File: src/rtl/alu_pkg.sv
// Shared definitions for the chunked ALU: op encodings, FSM state type and
// the bit positions of the control word.
package alu_pkg;

  typedef enum logic [1:0] {
    OP_AND = 2'b00,
    OP_OR  = 2'b01,
    OP_ADD = 2'b10,
    OP_SLT = 2'b11
  } op_e;

  typedef enum logic [1:0] {
    IDLE = 2'b00,
    BUSY = 2'b01,
    DONE = 2'b10
  } state_e;

  localparam int unsigned CTL_INV_A = 3;
  localparam int unsigned CTL_INV_B = 2;
  localparam int unsigned CTL_OP_HI = 1;
  localparam int unsigned CTL_OP_LO = 0;

endpackage

File: src/rtl/alu_slice.sv
// One CHUNK-bit combinational ALU slice.
// Ports: a_i/b_i operand slices, cin_i carry in; and_o/or_o/sum_o slice
// results, cout_o carry out of the slice MSB, msb_cin_o carry into the MSB.
module alu_slice #(
  parameter int unsigned CHUNK = 16
) (
  input  logic [CHUNK-1:0] a_i,
  input  logic [CHUNK-1:0] b_i,
  input  logic             cin_i,
  output logic [CHUNK-1:0] and_o,
  output logic [CHUNK-1:0] or_o,
  output logic [CHUNK-1:0] sum_o,
  output logic             cout_o,
  output logic             msb_cin_o
);

  logic [CHUNK:0] full_sum;

  always_comb begin
    and_o     = a_i & b_i;
    or_o      = a_i | b_i;
    full_sum  = {1'b0, a_i} + {1'b0, b_i} + {{CHUNK{1'b0}}, cin_i};
    sum_o     = full_sum[CHUNK-1:0];
    cout_o    = full_sum[CHUNK];
    // sum = a ^ b ^ carry_in at every bit, so the MSB carry-in falls out directly
    msb_cin_o = a_i[CHUNK-1] ^ b_i[CHUNK-1] ^ full_sum[CHUNK-1];
  end

endmodule

File: src/rtl/alu_chunked.sv
// Multi-cycle ALU processing CHUNK bits per cycle through a single shared slice.
// Ports: clk, rst_n (sync, active-low);
//   request:  in_valid, in_ready, a, b, cin, control[3:0]
//   response: out_valid, out_ready, result, cout, zero, overflow
module alu_chunked
  import alu_pkg::*;
#(
  parameter int unsigned WIDTH = 64,
  parameter int unsigned CHUNK = 16
) (
  input  logic             clk,
  input  logic             rst_n,
  input  logic             in_valid,
  output logic             in_ready,
  input  logic [WIDTH-1:0] a,
  input  logic [WIDTH-1:0] b,
  input  logic             cin,
  input  logic [3:0]       control,
  output logic             out_valid,
  input  logic             out_ready,
  output logic [WIDTH-1:0] result,
  output logic             cout,
  output logic             zero,
  output logic             overflow
);

  localparam int unsigned N  = WIDTH / CHUNK;
  localparam int unsigned CW = (N > 1) ? $clog2(N) : 1;

  state_e              state_q, state_d;
  op_e                 op_q, op_d;
  logic [WIDTH-1:0]    a_q, a_d, b_q, b_d, result_q, result_d;
  logic [CW-1:0]       cnt_q, cnt_d;
  logic                carry_q, carry_d, cout_q, cout_d;
  logic                zero_q, zero_d, ovf_q, ovf_d;

  logic                last_slice;
  logic [31:0]         slice_lsb;
  logic [CHUNK-1:0]    sl_a, sl_b, sl_and, sl_or, sl_sum, sl_val;
  logic                sl_cout, sl_msb_cin, ovf_bit, slt_bit;

  assign last_slice = (cnt_q == CW'(N - 1));
  assign slice_lsb  = 32'(cnt_q) * 32'(CHUNK);
  assign sl_a       = CHUNK'(a_q >> slice_lsb);
  assign sl_b       = CHUNK'(b_q >> slice_lsb);

  alu_slice #(.CHUNK(CHUNK)) u_slice (
    .a_i      (sl_a),
    .b_i      (sl_b),
    .cin_i    (carry_q),
    .and_o    (sl_and),
    .or_o     (sl_or),
    .sum_o    (sl_sum),
    .cout_o   (sl_cout),
    .msb_cin_o(sl_msb_cin)
  );

  always_ff @(posedge clk) begin
    if (!rst_n) begin
      state_q  <= IDLE;
      op_q     <= OP_AND;
      a_q      <= '0;
      b_q      <= '0;
      cnt_q    <= '0;
      carry_q  <= 1'b0;
      result_q <= '0;
      cout_q   <= 1'b0;
      zero_q   <= 1'b0;
      ovf_q    <= 1'b0;
    end else begin
      state_q  <= state_d;
      op_q     <= op_d;
      a_q      <= a_d;
      b_q      <= b_d;
      cnt_q    <= cnt_d;
      carry_q  <= carry_d;
      result_q <= result_d;
      cout_q   <= cout_d;
      zero_q   <= zero_d;
      ovf_q    <= ovf_d;
    end
  end

  always_comb begin
    state_d = state_q;
    case (state_q)
      IDLE:    if (in_valid)   state_d = BUSY;
      BUSY:    if (last_slice) state_d = DONE;
      DONE:    if (out_ready)  state_d = IDLE;
      default: state_d = IDLE;
    endcase
  end

  always_comb begin
    op_d     = op_q;
    a_d      = a_q;
    b_d      = b_q;
    cnt_d    = cnt_q;
    carry_d  = carry_q;
    result_d = result_q;
    cout_d   = cout_q;
    zero_d   = zero_q;
    ovf_d    = ovf_q;
    ovf_bit  = sl_msb_cin ^ sl_cout;
    slt_bit  = sl_sum[CHUNK-1] ^ ovf_bit;
    case (op_q)
      OP_AND:  sl_val = sl_and;
      OP_OR:   sl_val = sl_or;
      OP_ADD:  sl_val = sl_sum;
      default: sl_val = '0;
    endcase

    if (state_q == IDLE && in_valid) begin
      // Operands are stored already inverted so the slice sees final values
      a_d      = control[CTL_INV_A] ? ~a : a;
      b_d      = control[CTL_INV_B] ? ~b : b;
      op_d     = op_e'(control[CTL_OP_HI:CTL_OP_LO]);
      cnt_d    = '0;
      carry_d  = cin;
      result_d = '0;
      cout_d   = 1'b0;
      ovf_d    = 1'b0;
      zero_d   = 1'b1;
    end else if (state_q == BUSY) begin
      cnt_d    = cnt_q + 1'b1;
      carry_d  = sl_cout;
      result_d = result_q | (WIDTH'(sl_val) << slice_lsb);
      zero_d   = zero_q & (sl_val == '0);
      if (last_slice && op_q[1]) begin
        cout_d = sl_cout;
        ovf_d  = ovf_bit;
        if (op_q == OP_SLT) begin
          result_d = WIDTH'(slt_bit);
          zero_d   = ~slt_bit;
        end
      end
    end
  end

  always_comb begin
    in_ready  = (state_q == IDLE);
    out_valid = (state_q == DONE);
    result    = result_q;
    cout      = cout_q;
    zero      = zero_q;
    overflow  = ovf_q;
  end

endmodule
File: config.mk
export PLATFORM = sky130hd
export DESIGN_NAME = alu_chunked
export DESIGN_NICKNAME = d
export VERILOG_FILES = /design/src/rtl/alu_pkg.sv /design/src/rtl/alu_slice.sv /design/src/rtl/alu_chunked.sv
export SDC_FILE = /design/constraint.sdc
export NUM_CORES = 1
export LEC_CHECK = 0
export BUFFER_PORTS_ARGS = -buffer_cell sky130_fd_sc_hd__buf_4
export CAP_MARGIN = 20
export CORE_ASPECT_RATIO = 2
export CORE_MARGIN = 10
export CORE_UTILIZATION = 34
export DETAILED_ROUTE_END_ITERATION = 16
export PLACE_DENSITY = 0.53
export SKIP_LAST_GASP = 1
export SYNTH_ARGS = -nofsm -noshare
export SYNTH_HDL_FRONTEND = slang
export SYNTH_SLANG_ARGS = --single-unit
File: constraint.sdc
create_clock -name clk -period 11.4 [get_ports clk]
set_input_delay 1.14 -clock clk [delete_from_list [all_inputs] [get_ports clk]]
set_output_delay 1.14 -clock clk [all_outputs]
set_load 0.01 [all_outputs]
# ---- Yosys cells after proc, flatten, opt, wreduce, memory -nomap -nowiden
# Index checks and enable logic that the tools add are counted.
dict set report totals {
  wordCells 61
  output_inout_bits 69
  in_bits 137
  reg_bits 202
}
dict set report op_classes {
  addsub 3
  shift 3
  n_reduce_logical 9
  muxes 15
  n_eq_ne 9
  bitwise_logic 12
}
# cell n
set op_table {}
lappend op_table {{64-bit 2-to-1 mux} 4}
lappend op_table {{64-bit NOT} 2}
lappend op_table {{64-bit by 6-bit >> shifter with 16-bit output} 2}
lappend op_table {{64-bit OR} 1}
lappend op_table {{16-bit by 6-bit left shift with 64-bit output} 1}
lappend op_table {{16-bit case mux with 3 select lines} 1}
lappend op_table {{16-bit by 16-bit adder with 17-bit output} 1}
lappend op_table {{17-bit by 1-bit adder with 17-bit output} 1}
lappend op_table {{16-bit AND} 1}
lappend op_table {{16-bit zero test} 1}
lappend op_table {{16-bit OR} 1}
lappend op_table {{2-bit == test (second input constant)} 4}
lappend op_table {{1-bit 2-to-1 mux} 6}
lappend op_table {{2-bit 2-to-1 mux} 3}
lappend op_table {{2-bit case mux with 3 select lines} 1}
lappend op_table {{2-bit by 1-bit == test with 1-bit output (second input constant)} 2}
lappend op_table {{2-bit zero test} 2}
lappend op_table {{2-bit != test (second input constant)} 2}
lappend op_table {{1-bit XOR} 4}
lappend op_table {{3-bit AND reduction} 1}
lappend op_table {{2-bit by 1-bit adder with 2-bit output (second input constant)} 1}
lappend op_table {{1-bit logical AND} 2}
lappend op_table {{2-bit by 1-bit != test with 1-bit output (second input constant)} 1}
lappend op_table {{1-bit NOT} 2}
lappend op_table {{other kinds (4)} 4}

# ---- Logic depth before layout (Yosys ltp)
# Gate-level depths: netlist of run 1.
dict set report depth {
  word_depth 11
  depth_mapped 13
  mapped_depth_nobuf 11
}

# ---- Hierarchy
# From an unflattened synthesis of run 1, not the netlist that was laid out.
dict set report unflattened {
  hier_cells 1086
  area_unflattened_um2 10448.8
}
# mod area_per_inst_um2 seq_area_each_um2 instances cells_per_inst
set modules_own_cells {}
lappend modules_own_cells {alu_chunked 9288.9 4043.9 1 925}
lappend modules_own_cells {alu_slice 1159.9 0.0 1 161}

# ---- Least setup slack after synthesis of run 1
# Ideal clock, no wire load.
dict set report synth_timing {
  kind {reg2reg}
  from {register cnt_q[0]}
  to {register zero_q (netlist: zero)}
  synth_period_minus_slack_ps 5122
  path_slack_ps 6278
  path_stages_with_launch 14
  path_buffers 2
  setup_time_ps 96
  required_ps 11304
  t_arrival_ps 5026
  cell_sequence {dfxtp_1 > clkbuf_1 > buf_1 > mux4_2 > fa_1 > fa_1 > a21o_1 > a211oi_2 > o32ai_2 > or4b_1 > or4_1 > nor4_2 > or4b_1 > o41ai_2}
}
dict set report synth_via {
  elab_chain_cells 11
  elab_cells_between_ends 20
  classes_between {add/sub (2); eq/ne (1); shift (2); mux (5); bitwise (8); reduce/logical (2)}
}
# item line_no
set synth_rtl {}
lappend synth_rtl {{start: declaration} alu_chunked.sv:33} ;# logic [CW-1:0] cnt_q, cnt_d;
lappend synth_rtl {{start signal: assignment} alu_chunked.sv:75} ;# cnt_q <= cnt_d;
lappend synth_rtl {{branches (longest 8 deep; another with 16-bit by 16-bit adder with 17-bit output)} -}
lappend synth_rtl {{1-bit 2-to-1 mux (*)} alu_chunked.sv:129} ;# if (last_slice && op_q[1]) begin
lappend synth_rtl {{1-bit 2-to-1 mux (*)} alu_chunked.sv:124} ;# end else if (state_q == BUSY) begin
lappend synth_rtl {{1-bit 2-to-1 mux (*)} alu_chunked.sv:113} ;# if (state_q == IDLE && in_valid) begin
lappend synth_rtl {{end signal: assignment} alu_chunked.sv:79} ;# zero_q <= zero_d;
lappend synth_rtl {{end: declaration} alu_chunked.sv:35} ;# logic zero_q, zero_d, ovf_q, ovf_d;
# Mark *: on every way between the ends. The select of a mux whose other input is x is not followed.
# A chain may end at the register's enable or synchronous reset.

# ---- Worst setup path in the final report of run 1
# Ends and elaborated chain as after synthesis.

==> out/qor.yml, run 1 <==
yosys:
  syn_avg_cell_area_um2: 9.46
  synth.distinct_cells: 60
  synthesis.area_um2: 10300
  synthArstFlopShare: 0
  synth_edf_count: 0
  yosys_most_used_dff: "dfxtp_1"
  ys_warn_count: 0
  synthesis.nets: 1260
  synthCells: 1088
  ys_ff_latch: 202
  synth.yosys.seq_area_share: 0.393
placement:
  dpl-instance-area_um2: 12000
  routabilityCongestion: 0.847
  place_inst: 1585
  port_buffers: 205
  place_ws_ns: 6.63
  dp_hpwl_um: 24100
route:
  via_per_inst: 5.09
  drc_errors: 0
  post_drt_wl_per_cell_um: 19.5
  firstDrtPassIters: 5
  drt_wl_total_um: 31500
  vias: 8245
  drtIter0Drc: 482
  ant_nets: 0
finish:
  areaGrowthSynthToFinish_pct: 23.6
  final_core_util: 0.423
  final_cell_count_no_fill: 1621
  drive_gt1_frac: 0.236
  final_design_area_no_fill_um2: 12700
  fin_nets: 1412
  layout_commonest_cell: "buf_4"
  layout_common_cells: "buf_4, dfxtp_1, nand2_1, xnor2_1, o211a_1"
  diodes: 0
power:
  pwr-share-comb: 0.196
  pwr-share-seq: 0.431
  total_power_mw: 1.81
  p_switching_mw: 0.496
  p_int_mw: 1.31
  powerDensity_nw_per_um2: 142
  power_frac_clock: 0.372
  power.leakage_nw: 6.16
  ir_worst_vdd_mv: 0.0926
  switching_share: 0.274
clock_network:
  cts.htree.levels: 1
  cts_buffers: 20
  clk_latency_ns: 0.51
  clk_root_buffer_cell: "clkbuf_16"
  cts_setup_buffers: 0
  clock_path_buffers: 3
  cts.sinks: 202
  cts_hold_buf: 0
  cts.clk_slew.worst_paths_ns: 0.06
  cts-resized-gates: 0
  cts_tree: "done"
global_routing:
  antenna_found_initial: 0
  grt_pass1_wl_um: 48500
  grt_pass1_vias: 8432
  overflow: 0
  track_usage: 0.161
  grt_start_max_net_pins: 102
worst_setup_path:
  rr_worst_depth: 11
  critical_path_required_ns: 11.81
  crit_path_end: "zero"
  start_kind: "flip-flop"
  cp_max_fo: 35
  r2r_setup_slack_ns: 6.65
  path_class: "flip-flop to flip-flop"
  reg2reg_to: "zero"
  timing.rr.start: "cnt_q[0]"
  cp-end-kind: "flip-flop"
  crit_start: "cnt_q[0]"
  crit_arrival_ns: 5.16
timing:
  slew_headroom: 0.339
  finalMaxSlewViolations: 0
  holdWs_ns: 0.469
  fin_crit_ns: 4.75
  worst_slack_ns: 6.65
  timing.fmax_ghz: 0.210
  fin_setup_tns_ns: 0
  worst_pin_slew_ns: 0.992
  fin_skew_ns: 0.0120
  hold_violations: 0
  setup_viol: 0
  min_period_over_period: 0.417
  grt_setup_unrepaired: "false"
run_status:
  outcome: "complete, no violations"
flow_run:
  cap_violations: 0
floorplan:
  start_util: 0.342
  die_h_um: 266
  die_area_um2: 38100
  die_w_um: 143
  core-area_um2: 30100
  io_pins: 206
  std_cell_rows: 90
min_path:
  hold_depth: 2
  hp-class: "flip-flop to flip-flop"
[sequential cells by signal, summed over array words and instances (netlist names)]
name	cells
zero	1
b_q	64
op_q	2
carry_q	1
state_q	2
a_q	64
result	64
cout	1
cnt_q	2
overflow	1
[kinds of logic (layout without fill, tap and decap cells)]
group | count (synthesis) | in the layout | share of synthesized area
xor+xnor | 139 | 139 | 0.118
flops | 202 | 202 | 0.393
simple gates | 277 | 277 | 0.112
buf+inv | 127 | 292 | 0.0482
fa+ha+maj | 35 | 35 | 0.0440
compound gates | 274 | 274 | 0.213
mux | 34 | 34 | 0.0719
[synth_stat cells (4+ instances only)]
cell type / number / area (um2)
a211oi_1: 6 / 45.0
a21o_1: 6 / 45.0
a21oi_1: 78 / 390
and3_1: 6 / 37.5
buf_1: 16 / 60.1
clkbuf_1: 66 / 248
dfxtp_1: 202 / 4040
ha_1: 33 / 413
inv_1: 40 / 150
mux4_2: 32 / 721
nand2_1: 159 / 597
nand3_1: 6 / 30.0
nor2_1: 79 / 297
nor2b_1: 7 / 43.8
nor3_1: 4 / 20.0
o211a_1: 128 / 1280
o211ai_1: 5 / 37.5
o21a_1: 4 / 30.0
o21ai_0: 10 / 50.1
o22ai_1: 6 / 37.5
xnor2_1: 135 / 1180
xor2_1: 4 / 35.0
[power by group through the flow]
stage / Sequential, mW / Combinational [mW] / Clock [mW]
after CTS: 0.780 / 0.360 / 0.694
after global routing: 0.785 / 0.394 / 0.716
after global placement: 0.796 / 0.355 / 0
after detailed placement: 0.796 / 0.360 / 0
after floorplan: 0.783 / 0.247 / 0
final: 0.780 / 0.355 / 0.673
[metal layers]
layer | track usage | share of wire | vias to the layer above
met5 | 0 | 0 | -
met4 | 0.0501 | 0.024 | 0
met3 | 0.0259 | 0.046 | 36
met2 | 0.310 | 0.56 | 178
met1 | 0.172 | 0.37 | 3945
li1 | - | - | 4086
[worst min-delay path by stage]
stage	from	endpoint
after floorplan	a_q[32]	a_q[32]
final	result[40]	result[40]
after detailed placement	result[35]	result[35]
after CTS	result[12]	result[12]
after global routing	result[26]	result[26]
after global placement	result[41]	result[41]
[layout make-up]
class	count	area [um2]
Timing Repair Buffer	216	1630
Sequential cell	202	4050
Tap cell	368	460
Clock inverter	7	90.1
Inverter	41	154
Clock buffer	28	572
Multi-Input combinational cell	759	5770
Fill cell	2972	17300
[worst max-delay path: stages (launching register included)]
cell and delay [ns]:
dfxtp_2 0.38, buf_4 0.56, mux4_2 0.64, fa_1 0.47
a21o_1 0.24, a221oi_1 0.62, xnor2_1 0.19, o31ai_1 0.14
or4_1 0.57, nor4_2 0.16, or4b_1 0.47, o41ai_2 0.19
(Power assumes the default switching activity.)
==> run 2, diff against run 1 <==
clock period = 4.75 ns   (was 11.4 ns; I/O delays follow)
==> out/qor.yml, run 2 (synthesized netlist as in run 1, its figures left out) <==
finish:
  drive_gt1_frac: 0.240
  final_core_util: 0.426
  layout_common_cells: "buf_4, dfxtp_1, nand2_1, xnor2_1, o211a_1"
  layout_commonest_cell: "buf_4"
  fin_nets: 1417
  final_design_area_no_fill_um2: 12800
  final_cell_count_no_fill: 1625
  diodes: 0
  areaGrowthSynthToFinish_pct: 24.5
route:
  drt_wl_total_um: 31300
  via_per_inst: 5.10
  post_drt_wl_per_cell_um: 19.3
  drc_errors: 0
  ant_nets: 0
  vias: 8280
  firstDrtPassIters: 5
  drtIter0Drc: 464
flow_run:
  cap_violations: 0
clock_network:
  clock_path_buffers: 3
  cts_tree: "done"
  cts.sinks: 202
  clk_latency_ns: 0.52
  cts-resized-gates: 0
  cts.clk_slew.worst_paths_ns: 0.07
  clk_root_buffer_cell: "clkbuf_16"
  cts_setup_buffers: 0
  cts_buffers: 20
  cts.htree.levels: 1
  cts_hold_buf: 0
floorplan:
  die_h_um: 266
  core-area_um2: 30100
  io_pins: 206
  die_area_um2: 38100
  die_w_um: 143
  std_cell_rows: 90
  start_util: 0.342
worst_setup_path:
  rr_worst_depth: 11
  cp-end-kind: "flip-flop"
  path_class: "flip-flop to flip-flop"
  cp_slowest_cell: "or4b_1"
  crit_chain: "mux4_2, fa_1, fa_1, a21o_1, a211oi_2, o32ai_2, or4b_1, or4_1, nor4_2, or4b_1, o41ai_2"
  critical-path-max-stage-delay_ns: 0.57
  timing.rr.start: "cnt_q[0]"
  start_kind: "flip-flop"
  cp_max_fo: 5
  crit_arrival_ns: 4.94
  crit_buf_inv: 0
  cp.depth: 11
  crit_start: "cnt_q[0]"
  critical_path_required_ns: 5.16
  crit_family: "simple AND/OR/NAND/NOR gates"
global_routing:
  grt_start_max_net_pins: 92
  overflow: 0
  grt_pass1_wl_um: 47400
  grt_pass1_vias: 8438
  track_usage: 0.159
  antenna_found_initial: 0
timing:
  fin_setup_tns_ns: 0
  slew_headroom: 0.335
  timing.fmax_ghz: 0.221
  grt_setup_unrepaired: "false"
  finalMaxSlewViolations: 0
  fin_crit_ns: 4.53
  holdWs_ns: 0.228
  min_period_over_period: 0.953
  fin_skew_ns: 0.0195
  worst_slack_ns: 0.224
  hold_violations: 0
  setup_viol: 0
  worst_pin_slew_ns: 0.997
placement:
  port_buffers: 205
  routabilityCongestion: 0.812
  dp_hpwl_um: 23900
  place_inst: 1590
  place_ws_ns: 0.221
  dpl-instance-area_um2: 12100
min_path:
  hold_depth: 3
  hp-class: "primary input to flip-flop"
  hold_start: "control[0]"
power:
  total_power_mw: 4.42
  power.leakage_nw: 6.21
  ir_worst_vdd_mv: 0.181
  powerDensity_nw_per_um2: 345
run_status:
  outcome: "complete, no violations"
run 2: layout make-up:
class,count,area (um2)
flip-flops and latches,202,4050
multi-input cells,759,5770
fillers,3008,17200
well taps,368,460
clock buffers,27,567
clock inverters,7,139
inverters,41,154
repair buffers,221,1680
run 2: worst reg2reg max path, cell delays in order (launching register included):
cell	delay, ns
dfxtp_2	0.37
mux4_2	0.56
fa_1	0.48
fa_1	0.50
a21o_1	0.24
a211oi_2	0.25
o32ai_2	0.16
or4b_1	0.57
or4_1	0.45
nor4_2	0.18
or4b_1	0.47
o41ai_2	0.19
run 2: per-layer routing:
| metal | wire length [um] | up-vias | part of all wire | GRT usage |
|---|---|---|---|---|
| met3 | 1350 | 45 | 0.043 | 0.0252 |
| met2 | 17100 | 192 | 0.55 | 0.301 |
| li1 | - | 4098 | - | - |
| met5 | 0 | - | 0 | 0 |
| met4 | 1010 | 0 | 0.032 | 0.0619 |
| met1 | 11800 | 3945 | 0.38 | 0.168 |
run 2: where the power goes:
group          switching (mW)  internal (mW)  total (mW)
logic                   0.460          0.400       0.861
registers              0.0646           1.80        1.87
clock network           0.688           1.01        1.70
total                    1.21           3.21        4.42
run 2: final timing paths:
| check | to | slack (ns) |
|---|---|---|
| setup reg to reg | zero | 0.22 |
| hold / removal | op_q[0] | 0.23 |
| setup / recovery | zero | 0.22 |
| hold reg to reg | result[6] | 0.47 |
